### src/rtl/latch_arb_pkg.sv
// Shared types and constants for the latch bank write arbiter.
// Latency: none (package only).
// Backpressure: none (package only).
package latch_arb_pkg;

  localparam int NUM_REQ   = 2;
  localparam int DEF_WIDTH = 8;
  localparam int DEF_DEPTH = 8;

  // Write sequencer states; every state except IDLE lasts one cycle.
  typedef enum logic [1:0] {
    IDLE   = 2'd0,
    SETUP  = 2'd1,
    ENABLE = 2'd2,
    HOLD   = 2'd3
  } arb_state_t;

endpackage

### src/rtl/d_latch.sv
// Single-bit level-sensitive storage cell: transparent while i_en is high.
// Latency: combinational while enabled, holds otherwise.
// Backpressure: none.
module d_latch (
  input  logic i_en,
  input  logic i_d,
  output logic o_q
);

  // Transparent on high enable, opaque (holding) on low enable.
  always_latch begin
    if (i_en) o_q <= i_d;
  end

endmodule

### src/rtl/latch_word.sv
// One storage entry: WIDTH latch cells sharing a single enable.
// Latency: combinational while enabled, holds otherwise.
// Backpressure: none.
module latch_word
  import latch_arb_pkg::*;
#(
  parameter int WIDTH = DEF_WIDTH
) (
  input  logic             i_en,
  input  logic [WIDTH-1:0] i_d,
  output logic [WIDTH-1:0] o_q
);

  for (genvar g = 0; g < WIDTH; g++) begin : g_bit
    d_latch u_cell (
      .i_en (i_en),
      .i_d  (i_d[g]),
      .o_q  (o_q[g])
    );
  end

endmodule

### src/rtl/latch_bank_arbiter.sv
// Two-requester write arbiter and setup/enable/hold sequencer for a latch bank.
// Latency: grant cycles 1-3 after request edge, latch enable cycle 2, ack cycle 3; read is combinational.
// Backpressure: requesters hold i_req until o_ack; one write per 4 cycles. LATCH_ARB_RR_EN selects round-robin.
module latch_bank_arbiter
  import latch_arb_pkg::*;
#(
  parameter int  WIDTH = DEF_WIDTH,
  parameter int  DEPTH = DEF_DEPTH,
  localparam int AW    = $clog2(DEPTH)
) (
  input  logic               i_clk,
  input  logic               i_rst_n,
  input  logic [NUM_REQ-1:0] i_req,
  input  logic [AW-1:0]      i_addr0,
  input  logic [AW-1:0]      i_addr1,
  input  logic [WIDTH-1:0]   i_data0,
  input  logic [WIDTH-1:0]   i_data1,
  output logic [NUM_REQ-1:0] o_gnt,
  output logic [NUM_REQ-1:0] o_ack,
  output logic               o_busy,
  input  logic [AW-1:0]      i_raddr,
  output logic [WIDTH-1:0]   o_rdata
);

  localparam logic [DEPTH-1:0] ENTRY0 = {{(DEPTH-1){1'b0}}, 1'b1};

  arb_state_t       r_state;
  arb_state_t       w_state_nxt;
  logic             r_win;
  logic [AW-1:0]    r_addr;
  logic [WIDTH-1:0] r_data;
  logic [DEPTH-1:0] r_en;
  logic             w_win;
  logic             w_capture;
  logic [WIDTH-1:0] w_q [DEPTH];

  assign w_capture = (r_state == IDLE) && (|i_req);

`ifdef LATCH_ARB_RR_EN
  // r_ptr remembers the last granted requester; a tie goes to the other one.
  logic r_ptr;

  assign w_win = (&i_req) ? ~r_ptr : i_req[1];

  // Round-robin pointer; reset to 1 so requester 0 wins the first tie.
  always_ff @(posedge i_clk or negedge i_rst_n) begin
    if (!i_rst_n)       r_ptr <= 1'b1;
    else if (w_capture) r_ptr <= w_win;
  end
`else
  // Fixed priority: requester 0 wins whenever it is requesting.
  assign w_win = ~i_req[0];
`endif

  // Sequencer state register.
  always_ff @(posedge i_clk or negedge i_rst_n) begin
    if (!i_rst_n) r_state <= IDLE;
    else          r_state <= w_state_nxt;
  end

  // Next-state and handshake outputs; grant/ack decode from registered state.
  always_comb begin
    w_state_nxt = r_state;
    o_gnt       = '0;
    o_ack       = '0;
    o_busy      = (r_state != IDLE);
    case (r_state)
      IDLE:    if (|i_req) w_state_nxt = SETUP;
      SETUP:   w_state_nxt = ENABLE;
      ENABLE:  w_state_nxt = HOLD;
      HOLD:    w_state_nxt = IDLE;
      default: w_state_nxt = IDLE;
    endcase
    if (r_state != IDLE) o_gnt[r_win] = 1'b1;
    if (r_state == HOLD) o_ack[r_win] = 1'b1;
  end

  // Capture winner, address and data; later input changes cannot disturb the write.
  always_ff @(posedge i_clk or negedge i_rst_n) begin
    if (!i_rst_n) begin
      r_win  <= 1'b0;
      r_addr <= '0;
      r_data <= '0;
    end else if (w_capture) begin
      r_win  <= w_win;
      r_addr <= w_win ? i_addr1 : i_addr0;
      r_data <= w_win ? i_data1 : i_data0;
    end
  end

  // Registered one-hot enable, high only during ENABLE so latch gates never glitch.
  always_ff @(posedge i_clk or negedge i_rst_n) begin
    if (!i_rst_n)              r_en <= '0;
    else if (r_state == SETUP) r_en <= ENTRY0 << r_addr;
    else                       r_en <= '0;
  end

  for (genvar g = 0; g < DEPTH; g++) begin : g_word
    latch_word #(.WIDTH(WIDTH)) u_word (
      .i_en (r_en[g]),
      .i_d  (r_data),
      .o_q  (w_q[g])
    );
  end

  assign o_rdata = w_q[i_raddr];

endmodule
### config.mk
export PLATFORM = sky130hd
export DESIGN_NAME = latch_bank_arbiter
export DESIGN_NICKNAME = d
export VERILOG_FILES = /design/src/rtl/latch_arb_pkg.sv /design/src/rtl/d_latch.sv /design/src/rtl/latch_word.sv /design/src/rtl/latch_bank_arbiter.sv
export SDC_FILE = /design/constraint.sdc
export NUM_CORES = 1
export LEC_CHECK = 0
export BUFFER_PORTS_ARGS = -buffer_cell sky130_fd_sc_hd__buf_2
export CORE_MARGIN = 8
export CORE_UTILIZATION = 58
export CTS_CLUSTER_DIAMETER = 50
export DETAILED_ROUTE_END_ITERATION = 10
export MAX_ROUTING_LAYER = met4
export PLACE_DENSITY = 0.84
export SLEW_MARGIN = 10
export SYNTH_ARGS = -nofsm -noshare
export SYNTH_HDL_FRONTEND = slang
export SYNTH_SLANG_ARGS = --single-unit
### constraint.sdc
create_clock -name i_clk -period 4.1 [get_ports i_clk]
set_clock_uncertainty 0.15 [all_clocks]
set_input_delay 0.615 -clock i_clk [delete_from_list [all_inputs] [get_ports i_clk]]
set_output_delay 0.615 -clock i_clk [all_outputs]
set_load 0.005 [all_outputs]
==> results by group <==
Clock network
  • Cells resized by post-CTS repair: 0
  • Worst skew pair latency: 0.26 ns
  • Postcts setup bufs: 0
  • TritonCTS clock tree: built
  • H-tree Lvls: 1
  • Root Buffer: clkbuf_8
  • Inserted Clock Buffers: 3
  • Clock-pin slew on the worst setup and hold paths: 0.07 ns
  • Max clock buf depth: 2
  • Cts hold-fix bufs: 0

STA
  • Worst Setup Slack, final: 1.35 ns
  • Register pins left without a clock: 64
  • Fin. Hold Viols: 0
  • Endpoints left unconstrained: 64
  • Setup TNS: 0 ns
  • Minimum clock period: 2.75 ns
  • Slew of the pin with the lowest slew margin: 1.17 ns
  • Final setup violation count: 0
  • RSZ-0062 raised after global routing: false
  • Fin Hold WS: 0.150 ns
  • Fin. max-slew vios: 0
  • Worst slew margin: 21.3%
  • Period utilisation layout: 67.1%
  • Achievable Freq: 363 MHz

Cells and area
  • Final nets: 243
  • Layout cell share with drive strength beyond 1: 35.4%
  • Area grow syn2layout: 10.6%
  • Commonest non-fill, non-tap cell in the layout: dlxtp_1
  • Final Cell Area: 2790 um2
  • Number of diodes: 0
  • Most frequent cells in the layout: dlxtp_1 (64), buf_2 (41), mux2_2 (29)

Worst setup path
  • Critical Path Sink Type: output port
  • Crit-path max cell delay: 0.62 ns
  • CP required: 3.34 ns
  • CP most frequent cell: buf_2
  • Crit Path Class: primary input to output port
  • CP Cell Sequence: buf_2 > mux4_1 > mux2_2 > buf_2
  • Cell family with most CP delay: multiplexers
  • Crit path DAT: 1.99 ns
  • CP Launch Type: primary input
  • Max FO, Critical Path: 16
  • CP max stage cell: mux4_1
  • Buf/Inv on CP: 2

Logic synthesis
  • Post-Synth Adder-Cell Area: 1.99%
  • Avg Cell Area, Syn: 14.6 um2
  • Syn Inst Count: 172
  • Synth Net Count: 205
  • Ys Warns: 0
  • Netlist cell types: 22
  • Post-synthesis mux area share: 30.9%
  • Compound-Gate Fraction of Synth Area: 0.397%
  • Combinational family with the most area after synthesis: multiplexers
  • Simple-gate share of the synthesized area: 3.78%
  • Synthesized flop and latch total: 86
  • XOR/XNOR share of the synthesized area: 0%
  • Mapped Area: 2520 um2

Drt
  • DRC Markers: 0
  • Via count: 1402
  • DR WL met2: 2.15 mm
  • Avg Vias per Cell: 5.37
  • Drt initial violations: 40
  • Top layer reached by signal wires: met4
  • Met3 WL: 113 um
  • Post-Route WL: 4.19 mm
  • Met1 Wirelength: 1.90 mm
  • DRT antenna net count: 0
  • WL/cell: 16.1 um
  • DR pass1 iterations: 4

GRT
  • Initial antenna violation count: 0
  • Total gr overflow: 0
  • Number of global-route vias before repair: 1509
  • First-pass GRT wire length: 6.82 mm
  • Largest net degree at the start of global routing: 23
  • GRT Total Usage: 13.7%

Power
  • PwrDens: 373 nW/um2
  • Worst vdd ir: 0.000361 V
  • Total power: 1040 uW
  • Static leakage: 0.00136 uW

Floorplanning
  • Die Span Y: 81.9 um
  • Cell Rows: 24
  • DIE AREA: 6710 um2
  • Die width: 81.9 um
  • Ports: 42
  • Initial Utilization: 59.1%
  • Core Area: 4260 um2

Place
  • Port bufs: 41
  • Pre-CTS setup slack: 1.33 ns
  • Final HPWL DP: 3.16 mm
  • DP Area: 2730 um2
  • GPL Wtd Cong: 0.744

Job
  • Max Cap Violations: 0

Outcome
  • Status: finished clean

Hold path
  • Hold crit path type: primary input to asynchronous set/reset pin
-- per-layer routing --
metal  up-vias  track usage [%]
li1        688                -
met1       678             16.2
met2        33             24.9
met3         3             1.42
met4         0             2.11
met5         -                -
-- cells in the mapped netlist, drive strengths merged --
master / n / area (um2)
mux4: 16 / 420
nor3b: 1 / 7.51
and2: 1 / 6.26
nor3: 3 / 15.0
clkbuf: 2 / 7.51
nor2: 9 / 33.8
nand2b: 3 / 18.8
nor2b: 1 / 6.26
o21ai: 1 / 5.00
mux2: 31 / 349
mux2i: 1 / 10.0
buf: 6 / 50.0
dfrtp: 22 / 551
nand2: 2 / 7.51
dlxtp: 64 / 961
inv: 4 / 15.0
ha: 4 / 50.1
a21oi: 1 / 5.00
-- power breakdown --
part	internal [uW]	switching (uW)
clock	85.4	63.6
combinational	168	129
sequential	448	146
total	702	338
-- registers in the layout (all words and copies together) (netlist names) --
name and flops:
r_addr 3, g_word.u_word.g_bit.u_cell.o_q 64, r_en 8, r_state 2, r_win 1, r_data 8
-- final timing paths --
path                            start    endpoint  slack (ns)  cells after the start
max reg2reg                r_state[0]   r_addr[0]        1.98                      4
max                        i_raddr[0]  o_rdata[4]        1.35                      4
max in group asynchronous     i_rst_n     r_en[4]        3.33                      1
min in group i_clk          r_addr[1]     r_en[1]        0.37                      1
min                           i_rst_n  r_state[1]        0.15                      1
min reg2reg                 r_addr[1]     r_en[1]        0.37                      1
-- area by class of cell --
type                    instances  area, um2
fillers                       325       1480
multi-input cells              74        935
flip-flops and latches         86       1510
clock buffers                   4       55.1
repair buffers                 41        205
inverters                       4       15.0
well taps                      52       65.1
-- metrics by stage --
stage | std cells | util (%)
after floorplan | 172 | -
after global placement | 257 | 64.1
after detailed placement | 257 | 64.1
after CTS | 261 | 65.3
after global routing | 261 | 65.3
final | 261 | 65.3
-- cells by family after synthesis --
kind of cell             Yosys count
AND/OR/NAND/NOR                   20
AO/OA/AOI/OAI                      2
multiplexers                      48
flip-flops                        22
buffers and inverters             12
latches                           64
adder cells (fa/ha/maj)            4
No activity file was read; power rests on OpenSTA's default activity.
